## src/rtl/dcm_clkgen_prog_receiver.sv

```systemverilog
// Receiver for the DCM_CLKGEN serial M/D programming port: deframes load-D/load-M/GO
// commands, range-checks the result and applies it. Optional M/D ratio check: DCM_PROG_RATIO_CHECK_EN.
module dcm_clkgen_prog_receiver #(
    parameter int M_DEFAULT    = 42,
    parameter int D_DEFAULT    = 25,
    parameter int DONE_LATENCY = 4
) (
    input  logic       okClk,
    input  logic       reset,
    input  logic       prog_en,
    input  logic       prog_data,
    output logic [8:0] m_value,
    output logic [8:0] d_value,
    output logic       prog_done,
    output logic       update_strobe,
    output logic       prog_error
);

    localparam int CNT_W = (DONE_LATENCY > 1) ? $clog2(DONE_LATENCY) : 1;
    localparam logic [CNT_W-1:0] CNT_LAST = CNT_W'(DONE_LATENCY - 1);

    typedef enum logic [2:0] {
        S_IDLE, S_CMD2, S_SHIFT, S_GAP, S_APPLY, S_ERR
    } state_t;

    state_t           state_q, state_d;
    logic [2:0]       bitcnt_q, bitcnt_d;
    logic [CNT_W-1:0] cnt_q, cnt_d;
    logic             sel_q, sel_d;
    logic [7:0]       sreg_q, sreg_d;
    logic [7:0]       pend_d_q, pend_d_d;
    logic [7:0]       pend_m_q, pend_m_d;
    logic             pend_d_vld_q, pend_d_vld_d;
    logic             pend_m_vld_q, pend_m_vld_d;
    logic [8:0]       m_q, m_d;
    logic [8:0]       d_q, d_d;
    logic             done_q, done_d;
    logic             strobe_q, strobe_d;
    logic             err_q, err_d;
    logic             go_err;
    logic [8:0]       eff_m, eff_d;

`ifdef DCM_PROG_RATIO_CHECK_EN
    // 0.05 <= M/D <= 3.33 evaluated without division.
    function automatic logic ratio_ok(input logic [8:0] m, input logic [8:0] d);
        return (13'(m) * 13'd20 >= 13'(d)) && (13'(m) * 13'd3 <= 13'(d) * 13'd10);
    endfunction
`endif

    function automatic logic range_ok(input logic m_loaded, input logic [7:0] m_minus1,
                                      input logic [8:0] m, input logic [8:0] d);
        logic ok;
        ok = !(m_loaded && (m_minus1 == 8'd0));
`ifdef DCM_PROG_RATIO_CHECK_EN
        ok = ok && ratio_ok(m, d);
`else
        ok = ok && (m != 9'd0 || d != 9'd0 || 1'b1);
`endif
        return ok;
    endfunction

    // Values that would be presented if the pending words were applied now.
    assign eff_m = pend_m_vld_q ? ({1'b0, pend_m_q} + 9'd1) : m_q;
    assign eff_d = pend_d_vld_q ? ({1'b0, pend_d_q} + 9'd1) : d_q;

    always_comb begin
        state_d      = state_q;
        bitcnt_d     = bitcnt_q;
        cnt_d        = cnt_q;
        sel_d        = sel_q;
        sreg_d       = sreg_q;
        pend_d_d     = pend_d_q;
        pend_m_d     = pend_m_q;
        pend_d_vld_d = pend_d_vld_q;
        pend_m_vld_d = pend_m_vld_q;
        m_d          = m_q;
        d_d          = d_q;
        done_d       = done_q;
        strobe_d     = 1'b0;
        err_d        = err_q;
        go_err       = 1'b0;

        unique case (state_q)
            S_IDLE: begin
                if (prog_en) begin
                    done_d = 1'b0;
                    if (prog_data) begin
                        state_d = S_CMD2;
                    end else begin
                        state_d = S_APPLY;
                        cnt_d   = '0;
                    end
                end
            end
            S_CMD2: begin
                if (prog_en) begin
                    sel_d    = prog_data;
                    bitcnt_d = 3'd0;
                    state_d  = S_SHIFT;
                end else begin
                    go_err = 1'b1;
                end
            end
            S_SHIFT: begin
                if (prog_en) begin
                    sreg_d[bitcnt_q] = prog_data;
                    if (bitcnt_q == 3'd7) begin
                        state_d = S_GAP;
                    end else begin
                        bitcnt_d = bitcnt_q + 3'd1;
                    end
                end else begin
                    go_err = 1'b1;
                end
            end
            S_GAP: begin
                if (prog_en) begin
                    go_err = 1'b1;
                end else begin
                    if (sel_q) begin
                        pend_m_d     = sreg_q;
                        pend_m_vld_d = 1'b1;
                    end else begin
                        pend_d_d     = sreg_q;
                        pend_d_vld_d = 1'b1;
                    end
                    state_d = S_IDLE;
                end
            end
            S_APPLY: begin
                if (prog_en) begin
                    go_err = 1'b1;
                end else if (cnt_q == CNT_LAST) begin
                    if (range_ok(pend_m_vld_q, pend_m_q, eff_m, eff_d)) begin
                        m_d          = eff_m;
                        d_d          = eff_d;
                        strobe_d     = pend_m_vld_q | pend_d_vld_q;
                        done_d       = 1'b1;
                        err_d        = 1'b0;
                        pend_m_vld_d = 1'b0;
                        pend_d_vld_d = 1'b0;
                        state_d      = S_IDLE;
                    end else begin
                        go_err = 1'b1;
                    end
                end else begin
                    cnt_d = cnt_q + CNT_W'(1);
                end
            end
            S_ERR: begin
                if (!prog_en) begin
                    state_d = S_IDLE;
                end
            end
            default: state_d = S_IDLE;
        endcase

        // Any framing or range fault drops the whole pending program.
        if (go_err) begin
            state_d      = S_ERR;
            err_d        = 1'b1;
            done_d       = 1'b1;
            pend_m_vld_d = 1'b0;
            pend_d_vld_d = 1'b0;
        end
    end

    always_ff @(posedge okClk) begin
        if (reset) begin
            state_q      <= S_IDLE;
            bitcnt_q     <= 3'd0;
            cnt_q        <= '0;
            pend_d_vld_q <= 1'b0;
            pend_m_vld_q <= 1'b0;
            m_q          <= 9'(M_DEFAULT);
            d_q          <= 9'(D_DEFAULT);
            done_q       <= 1'b1;
            strobe_q     <= 1'b0;
            err_q        <= 1'b0;
        end else begin
            state_q      <= state_d;
            bitcnt_q     <= bitcnt_d;
            cnt_q        <= cnt_d;
            pend_d_vld_q <= pend_d_vld_d;
            pend_m_vld_q <= pend_m_vld_d;
            m_q          <= m_d;
            d_q          <= d_d;
            done_q       <= done_d;
            strobe_q     <= strobe_d;
            err_q        <= err_d;
        end
    end

    // Shift and pending words are qualified by the valid flags above.
    always_ff @(posedge okClk) begin
        sel_q    <= sel_d;
        sreg_q   <= sreg_d;
        pend_d_q <= pend_d_d;
        pend_m_q <= pend_m_d;
    end

    assign m_value       = m_q;
    assign d_value       = d_q;
    assign prog_done     = done_q;
    assign update_strobe = strobe_q;
    assign prog_error    = err_q;

endmodule

```

## config.mk

```make
export PLATFORM = sky130hd
export DESIGN_NAME = dcm_clkgen_prog_receiver
export DESIGN_NICKNAME = d
export VERILOG_FILES = /design/src/rtl/dcm_clkgen_prog_receiver.sv
export SDC_FILE = /design/constraint.sdc
export NUM_CORES = 1
export LEC_CHECK = 0
export ABC_CLOCK_PERIOD_IN_PS = 2700
export CAP_MARGIN = 20
export CORE_MARGIN = 2
export CORE_UTILIZATION = 39
export CTS_CLUSTER_DIAMETER = 40
export DETAILED_ROUTE_END_ITERATION = 8
export GPL_TIMING_DRIVEN = 0
export PLACE_DENSITY = 0.63
export SLEW_MARGIN = 20
export SYNTH_ARGS = -nofsm -noshare
export SYNTH_HDL_FRONTEND = slang
export SYNTH_SLANG_ARGS = --single-unit
```

## constraint.sdc

```tcl
create_clock -name okClk -period 2.7 [get_ports okClk]
set_input_delay 0.675 -clock okClk [delete_from_list [all_inputs] [get_ports okClk]]
set_output_delay 0.675 -clock okClk [all_outputs]
set_load 0.02 [all_outputs]
```

==> results of run 1 <==
## per-layer routing
metal	GRT usage, %	wire length (µm)	vias to the layer above
met2	24.6	2430	25
met4	3.03	31	0
met3	3.15	166	4
li1	-	-	934
met5	0	0	-
met1	20.5	2510	862
## worst min path at each step
| stage | to | slack (ns) | from | cells after the start |
|---|---|---|---|---|
| after global routing | pend_m_q[4] | 0.50 | sreg_q[4] | 0 |
| after CTS | pend_d_q[4] | 0.46 | sreg_q[4] | 0 |
| after floorplan | pend_d_q[0] | 0.42 | sreg_q[0] | 0 |
| final | prog_error | 0.46 | prog_error | 2 |
| after global placement | cnt_q[1] | 0.44 | cnt_q[1] | 2 |
| after detailed placement | pend_m_q[4] | 0.45 | sreg_q[4] | 0 |
## synthesized netlist by cell type (all sizes together)
master and number:
and4 1, nand4bb 1, nand4b 1, ha 6, nor3 8, xor2 2
edfxtp 25, nand4 5, nor2 18, o31a 2, a21oi 24, nor2b 6
o21ai 12, nand2 11, or2b 1, and3 2, a31oi 2, buf 7
or2 2, nor4 1, dfxtp 31, a211oi 13, a31o 1, nor4b 2
inv 9, nor3b 3, or3 5, o311ai 3, xnor2 9, and2 1
nand3 12, nand2b 5, clkbuf 3, mux2i 1, a22o 1, a211o 1
## per-stage QoR
stage / std cells / util (%) / instance area [µm²] / setup slack (ns)
after detailed placement: 338 / 45.5 / 2870 / -0.217
after floorplan: 237 / - / 2540 / 0.670
after global placement: 338 / 45.5 / 2870 / -0.172
after global routing: 346 / 47.4 / 2990 / 0.295
after CTS: 346 / 47.2 / 2980 / 0.113
final: 346 / 47.4 / 2990 / 0.456
## worst max-delay path: stages
cell             delay [ns]
clkdlybuf4s50_1        0.52
buf_2                  0.24
nand2b_1               0.21
nor3_2                 0.53
## power breakdown
part	total [mW]	internal, mW	switching [mW]	leakage (nW)
registers	0.927	0.909	0.0187	0.476
clock network	0.530	0.276	0.255	0.0552
logic	0.289	0.121	0.169	0.420
total	1.75	1.31	0.442	0.951
## final cells by class
| cell class | instances | area [µm²] | share of cell area (%) |
|---|---|---|---|
| flip-flops and latches | 56 | 1370 | 45.8 |
| multi-input cells | 162 | 1070 | 35.9 |
| repair buffers | 24 | 240 | 8.03 |
| well taps | 77 | 96.3 | 3.22 |
| clock buffers | 6 | 72.6 | 2.43 |
| plain buffers | 10 | 67.6 | 2.26 |
| clock inverters | 2 | 35.0 | 1.17 |
| inverters | 9 | 33.8 | 1.13 |
## registers in the layout, summed over array words and instances (netlist names)
register       count
cnt_q              2
d_value            9
sreg_q             8
sel_q              1
prog_error         1
m_value            9
pend_m_q           8
prog_done          1
pend_d_vld_q       1
pend_d_q           8
pend_m_vld_q       1
update_strobe      1
state_q            3
bitcnt_q           3
## logic make-up (layout without fill, tap and decap cells)
family                     count (synthesis)  after routing  share of synthesized area (%)
xor gates and xnor gates                  11             11                           3.80
AOI/OAI and AO/OA                         59             59                           15.5
adders and majority gates                  6              6                           2.96
muxes                                      1              1                          0.394
and+or+nand+nor                           85             85                           19.3
buffers and inverters                     19             51                           3.99
DFF                                       56             56                           54.0
==> results.json, run 1 <==
{
  "outcome": "finished clean",
  "totalPowerFinal_mw": 1.75,
  "grt_pass1_vias": 1730,
  "worstSetupEndpointType": "flip-flop",
  "rows": 29,
  "antenna_cells": 0,
  "setup_violations": 0,
  "tritoncts": "yes",
  "core-area_um2": 6310,
  "ioPinCount": 25,
  "synth_top_cell_by_area": "edfxtp_1",
  "cts_hold_buf": 0,
  "cts_sinks": 56,
  "first_pass_iters": 4,
  "postSynthCellCount": 237,
  "syn_to_final_growth_pct": 17.9,
  "clock_latency_ns": 0.30,
  "gr-total-overflow": 0,
  "antenna_found_initial": 0,
  "ys.warnings.count": 0,
  "min_path_type": "flip-flop to flip-flop",
  "die-area_um2": 7170,
  "cts_buffers": 5,
  "clk_path_buf_depth": 2,
  "finalWirelength_um": 5140,
  "reg2reg_slack_ns": 0.64,
  "drive_gt1_share_pct": 12.6,
  "grt_pass1_wl_um": 8540,
  "timing.hold.ws_ns": 0.461,
  "rsz0062_at_grt": "false",
  "p_leak_nw": 0.951,
  "num_vias": 1825,
  "layout_common_cells": "dfxtp_1 (31), edfxtp_1 (25), clkdlybuf4s50_1 (24), a21oi_1 (21), nor2_1 (16)",
  "avgSynthCellArea_um2": 10.7,
  "cts_resized": 0,
  "io_buffers": 24,
  "clk_pin_slew_ns": 0.10,
  "track_usage_pct": 14.9,
  "postCtsSetupBuffers": 0,
  "ys_ff_latch": 56,
  "fin_setup_tns_ns": 0,
  "finalNetCount": 278,
  "critical_path_class": "input port to flip-flop",
  "yosysUniqueCellTypes": 44,
  "cp-start-kind": "input port",
  "via_per_inst": 5.27,
  "fin_worst_skew_ns": 0.00710,
  "die_x_um": 84.7,
  "syn-num-nets": 247,
  "endpoint": "pend_m_q[7]",
  "reg2reg_to": "m_value[5]",
  "synth_area_leaders": "edfxtp_1 (30%), dfxtp_1 (24%), a21oi_1 (4.1%)",
  "synth_area_um2": 2540,
  "root_buffer": "clkbuf_8",
  "start_util_pct": 40.2,
  "gp_congestion": 0.817,
  "ys_seq_area_share_pct": 54.0,
  "relSlewSlack_pct": 55.4,
  "hold_viol_final": 0,
  "hpwl_um": 3760,
  "drtIter0Drc": 71,
  "worst_pin_slew_ns": 0.665,
  "nFillCells": 622,
  "p_per_area_nw_per_um2": 584,
  "post_drt_wl_per_cell_um": 14.8,
  "drt.antenna.violating_nets": 0,
  "critPathArrivalTime_ns": 2.18,
  "layout_worst_path_cycle_share_pct": 83.1,
  "maxSlewViolCount": 0,
  "final_common_cell": "dfxtp_1",
  "startpoint": "prog_en",
  "drc": 0,
  "maxCapViolCount": 0,
  "grt_start_max_net_pins": 17,
  "ff2ff_path_depth": 7,
  "r2r-start": "pend_m_q[0]",
  "h-tree-depth": 2,
  "yosysTopAreaCellShare_pct": 29.6,
  "fin_crit_ns": 2.24,
  "peakVddDrop_uv": 278,
  "die_h_um": 84.7,
  "fmax_mhz": 446,
  "cp_max_fo": 10,
  "required_ns": 2.63
}
No activity file was read; power rests on OpenSTA's default activity.
==> run 2: changes to the inputs <==
--- a/config.mk
+++ b/config.mk
@@ -5,7 +5,7 @@
 export SDC_FILE = /design/constraint.sdc
 export NUM_CORES = 1
 export LEC_CHECK = 0
-export ABC_CLOCK_PERIOD_IN_PS = 2700
+export ABC_CLOCK_PERIOD_IN_PS = 2200
 export CAP_MARGIN = 20
 export CORE_MARGIN = 2
 export CORE_UTILIZATION = 39
==> constraint.sdc (replaced) <==
create_clock -name okClk -period 2.2 [get_ports okClk]
set_input_delay 0.55 -clock okClk [delete_from_list [all_inputs] [get_ports okClk]]
set_output_delay 0.55 -clock okClk [all_outputs]
set_load 0.02 [all_outputs]
==> run 2 against run 1 <==
Critical path depth rose by 1. Sequential power rose by 23%. Total power rose by 24%. Combinational power rose by 25%. Flip-flop and latch count did not move. Clock power rose by 25%. Critical path type unchanged.
==> results.json, run 2 (synthesized netlist as in run 1, its figures left out) <==
{
  "worstSetupEndpointType": "flip-flop",
  "grt_start_max_net_pins": 17,
  "grt_pass1_wl_um": 8580,
  "critical_path_class": "input port to flip-flop",
  "clock_latency_ns": 0.30,
  "relSlewSlack_pct": 54.4,
  "setup_violations": 0,
  "tritoncts": "yes",
  "critical_path.top_delay_family": "simple AND/OR/NAND/NOR gates",
  "worst-path-buf-inv": 1,
  "layout_worst_path_cycle_share_pct": 93.2,
  "clk_path_buf_depth": 2,
  "peakVddDrop_uv": 348,
  "h-tree-depth": 2,
  "start_util_pct": 40.2,
  "timing.hold.ws_ns": 0.461,
  "final_common_cell": "dfxtp_1",
  "io_buffers": 24,
  "root_buffer": "clkbuf_8",
  "fin_ws_ns": 0.150,
  "drc": 0,
  "die-area_um2": 7170,
  "ioPinCount": 25,
  "dp_slack_ns": -0.592,
  "track_usage_pct": 15.0,
  "drtIter0Drc": 66,
  "layout_common_cells": "dfxtp_1 (31), edfxtp_1 (25), clkdlybuf4s50_1 (24), a21oi_1 (21), nor2_1 (16)",
  "hpwl_um": 3760,
  "cp-start-kind": "input port",
  "min_path_type": "flip-flop to flip-flop",
  "die_h_um": 84.7,
  "totalPowerFinal_mw": 2.16,
  "rows": 29,
  "critPathArrivalTime_ns": 2.25,
  "worst_pin_slew_ns": 0.683,
  "cp_max_fo": 6,
  "gr-total-overflow": 0,
  "drt.antenna.violating_nets": 0,
  "grt_pass1_vias": 1736,
  "design_area_um2": 3010,
  "cts_buffers": 5,
  "p_per_area_nw_per_um2": 717,
  "finalWirelength_um": 5220,
  "core-area_um2": 6310,
  "antenna_found_initial": 0,
  "via_per_inst": 5.32,
  "die_x_um": 84.7,
  "gp_congestion": 0.817,
  "slowest_stage": "clkdlybuf4s50_1",
  "required_ns": 2.40,
  "antenna_cells": 0,
  "first_pass_iters": 4,
  "fmax_mhz": 488,
  "maxSlewViolCount": 0,
  "fin_worst_skew_ns": 0.00736,
  "p_leak_nw": 0.968,
  "post_drt_wl_per_cell_um": 15.1,
  "finalNetCount": 278,
  "cts_sinks": 56,
  "outcome": "finished clean",
  "num_vias": 1841,
  "crit_chain": "clkdlybuf4s50_1 > nor2b_1 > a22o_1 > or3_4 > o31a_1",
  "drive_gt1_share_pct": 12.6,
  "syn_to_final_growth_pct": 18.7,
  "rsz0062_at_grt": "false",
  "placed_area_um2": 2870,
  "cts_hold_buf": 0,
  "final_cells": 346,
  "clk_pin_slew_ns": 0.09,
  "postCtsSetupBuffers": 0,
  "dpl.cell_count": 338,
  "maxCapViolCount": 0,
  "cpPeakStageDelay_ns": 0.52,
  "hold_viol_final": 0,
  "fin_crit_ns": 2.05
}
run 2: cell counts in the layout (fill, tap and decap cells not counted):
No cell type changed its count.
run 2: worst paths after layout:
| kind | cells past startpoint | endpoint | slack [ns] | start |
|---|---|---|---|---|
| min | 0 | pend_d_q[4] | 0.46 | sreg_q[4] |
| max reg2reg | 7 | d_value[8] | 0.18 | pend_m_q[0] |
| max | 5 | state_q[2] | 0.15 | prog_en |
| min reg2reg | 0 | pend_d_q[4] | 0.46 | sreg_q[4] |
run 2: area by class of cell:
| cell class | instances | area, µm² |
|---|---|---|
| Fill cell | 620 | 3300 |
| Sequential cell | 56 | 1370 |
| Multi-Input combinational cell | 162 | 1100 |
| Timing Repair Buffer | 24 | 240 |
| Tap cell | 77 | 96.3 |
| Clock buffer | 6 | 72.6 |
| Buffer | 10 | 67.6 |
| Clock inverter | 2 | 35.0 |
| Inverter | 9 | 33.8 |
run 2: power by group:
| part | total (mW) | internal, mW | switching [mW] |
|---|---|---|---|
| registers | 1.14 | 1.12 | 0.0234 |
| clock network | 0.661 | 0.338 | 0.322 |
| logic | 0.361 | 0.149 | 0.212 |
| total | 2.16 | 1.60 | 0.558 |
run 2: per-stage QoR:
step	setup TNS, ns	utilization, %
after floorplan	0	-
after global placement	-9.64	45.5
after detailed placement	-10.82	45.5
after CTS	0	47.4
after global routing	0	47.7
final	0	47.7
run 2: what timing repair did:
action / CTS / global route
hold endpoints to repair: 0 / 0
resized for setup: 2 / 3
endpoints found under the setup margin: 18 / 6
run 2: metal layers:
layer	up-vias	part of all wire (%)	GRT usage (%)
li1	937	-	-
met1	861	47	20.7
met2	41	49	24.6
met3	2	3.8	3.15
met4	0	0.15	3.03
met5	-	0	0
==> run 3: changes to the inputs <==
--- a/config.mk
+++ b/config.mk
@@ -7,12 +7,14 @@
 export LEC_CHECK = 0
 export ABC_CLOCK_PERIOD_IN_PS = 2200
 export CAP_MARGIN = 20
+export CORE_ASPECT_RATIO = 1.5
 export CORE_MARGIN = 2
 export CORE_UTILIZATION = 39
 export CTS_CLUSTER_DIAMETER = 40
 export DETAILED_ROUTE_END_ITERATION = 8
 export GPL_TIMING_DRIVEN = 0
 export PLACE_DENSITY = 0.63
+export REMOVE_ABC_BUFFERS = 1
 export SLEW_MARGIN = 20
 export SYNTH_ARGS = -nofsm -noshare
 export SYNTH_HDL_FRONTEND = slang
==> run 3 against run 2 <==
Non-clock buffer count fell by 7. Global-route usage fell by 0.58 points. Combinational power fell by 24%. Flip-flop and latch count did not move. Cell area fell by 2.0%. Hold slack got worse by 0.0063 ns. Cell count fell by 2.3%. Critical path depth did not move. Largest cell class unchanged. Utilization fell by 1.5 points. Sequential share of layout area rose by 0.91 points. Highest routed layer unchanged. Sequential power rose by 4%. Wire length fell by 6.9%.
==> results.json, run 3 (synthesized netlist as in run 1, its figures left out) <==
{
  "maxCapViolCount": 0,
  "slowest_stage": "dlygate4sd2_1",
  "nFillCells": 622,
  "setup_violations": 0,
  "final_common_cell": "dfxtp_1",
  "hpwl_um": 3450,
  "fin_setup_tns_ns": 0,
  "clock_latency_ns": 0.30,
  "die_x_um": 69.9,
  "drc": 0,
  "cts_sinks": 56,
  "ioPinCount": 25,
  "multiInputGateArea_um2": 1090,
  "rows": 36,
  "num_vias": 1803,
  "whs_path_depth": 0,
  "maxSlewViolCount": 0,
  "tritoncts": "yes",
  "drtIter0Drc": 95,
  "finalWirelength_um": 4860,
  "io_buffers": 24,
  "reg2reg_to": "d_value[5]",
  "finalNetCount": 271,
  "antenna_cells": 0,
  "first_pass_iters": 4,
  "finish.utilization_pct": 46.2,
  "outcome": "finished clean",
  "worstSetupEndpointType": "flip-flop",
  "grt_pass1_wl_um": 8210,
  "regArea_um2": 1370,
  "clk_path_buf_depth": 2,
  "cpPeakStageDelay_ns": 0.55,
  "grt_pass1_vias": 1697,
  "r2r-start": "pend_m_vld_q",
  "fin_crit_ns": 2.04,
  "h-tree-depth": 2,
  "layout_common_cells": "dfxtp_1 (31), edfxtp_1 (25), clkdlybuf4s50_1 (22), a21oi_1 (21), nor2_1 (16)",
  "crit_chain": "dlygate4sd2_1 > nor2b_1 > a22o_1 > or3_4 > o31a_1",
  "min_to": "pend_m_q[2]",
  "cts_hold_buf": 0,
  "fmax_mhz": 490,
  "critical_path.top_delay_family": "compound AO/OA/AOI/OAI gates",
  "antenna_found_initial": 0,
  "layout_worst_path_cycle_share_pct": 92.7,
  "post_drt_wl_per_cell_um": 14.4,
  "min_path_type": "flip-flop to flip-flop",
  "p_per_area_nw_per_um2": 682,
  "critical_path_class": "input port to flip-flop",
  "required_ns": 2.39,
  "hold_viol_final": 0,
  "cp_max_fo": 15,
  "hold_path_startpoint": "sreg_q[2]",
  "worst-path-buf-inv": 1,
  "critPathArrivalTime_ns": 2.23,
  "clk_pin_slew_ns": 0.10,
  "totalPowerFinal_mw": 2.01,
  "dp_slack_ns": -0.643,
  "fin_worst_skew_ns": 0.0105,
  "gr-total-overflow": 0,
  "cts_buffers": 5,
  "core-area_um2": 6400,
  "peakVddDrop_uv": 307,
  "die_h_um": 103,
  "track_usage_pct": 14.4,
  "drt.antenna.violating_nets": 0,
  "p_leak_nw": 0.934,
  "syn_to_final_growth_pct": 16.4,
  "root_buffer": "clkbuf_8",
  "drive_gt1_share_pct": 11.5,
  "die-area_um2": 7180,
  "relSlewSlack_pct": 28.5,
  "reg2reg_slack_ns": 0.18,
  "cp-start-kind": "input port",
  "start_util_pct": 39.7,
  "rsz0062_at_grt": "false",
  "via_per_inst": 5.33,
  "ff2ff_path_depth": 4,
  "worst_pin_slew_ns": 1.07,
  "gp_congestion": 0.885,
  "fin_ws_ns": 0.160,
  "grt_start_max_net_pins": 25
}
## run 3: area by class of cell
class	instances	area share, %
Timing Repair Buffer	27	9.36
Sequential cell	56	46.4
Tap cell	76	3.22
Multi-Input combinational cell	162	36.9
Clock inverter	3	0.593
Clock buffer	5	2.33
Inverter	9	1.14
## run 3: power breakdown
group / total, mW / switching [mW] / leakage, nW / internal, mW
registers: 1.18 / 0.0641 / 0.476 / 1.12
clock network: 0.561 / 0.337 / 0.0460 / 0.224
logic: 0.274 / 0.154 / 0.413 / 0.121
total: 2.01 / 0.555 / 0.934 / 1.46
## run 3: timing repair
item | 4_1_cts | 5_1_grt
endpoints found under the hold margin | 0 | 0
endpoints found under the setup margin | 22 | 16
pin swaps | 0 | 1
setup buffers | 0 | 3
gates resized for setup | 3 | 2
## run 3: worst max-delay path by stage
stage	startpoint	endpoint	slack, ns	cells past startpoint
floorplan	state_q[0]	pend_m_q[0]	0.32	2
global placement	prog_en	d_value[6]	-0.62	4
detailed placement	prog_en	pend_d_vld_q	-0.64	5
CTS	reset	state_q[2]	0.06	3
global route	pend_m_vld_q	d_value[6]	0.02	4
finish	prog_en	state_q[2]	0.16	5
## run 3: stage by stage
step | std cells | cell area, µm² | hold slack [ns]
finish | 338 | 2950 | 0.455
global route | 338 | 2950 | 0.486
CTS | 335 | 2910 | 0.455
detailed placement | 327 | 2810 | 0.434
global placement | 327 | 2810 | 0.438
floorplan | 227 | 2470 | 0.421
## run 3: layer usage
metal | global-route usage, % | share of wire [%] | vias up | wire length (µm)
li1 | - | - | 917 | -
met1 | 15.7 | 40 | 855 | 1930
met3 | 2.74 | 2.7 | 4 | 129
met2 | 28.1 | 57 | 27 | 2760
met5 | 0 | 0 | - | 0
met4 | 4.59 | 0.84 | 0 | 41
## run 3: worst reg2reg max path, cell delays in order, from the launching register on
cell and delay (ns):
dfxtp_1 0.58, nor4b_2 0.55, a211o_2 0.41, nor2_1 0.16, a211oi_1 0.24
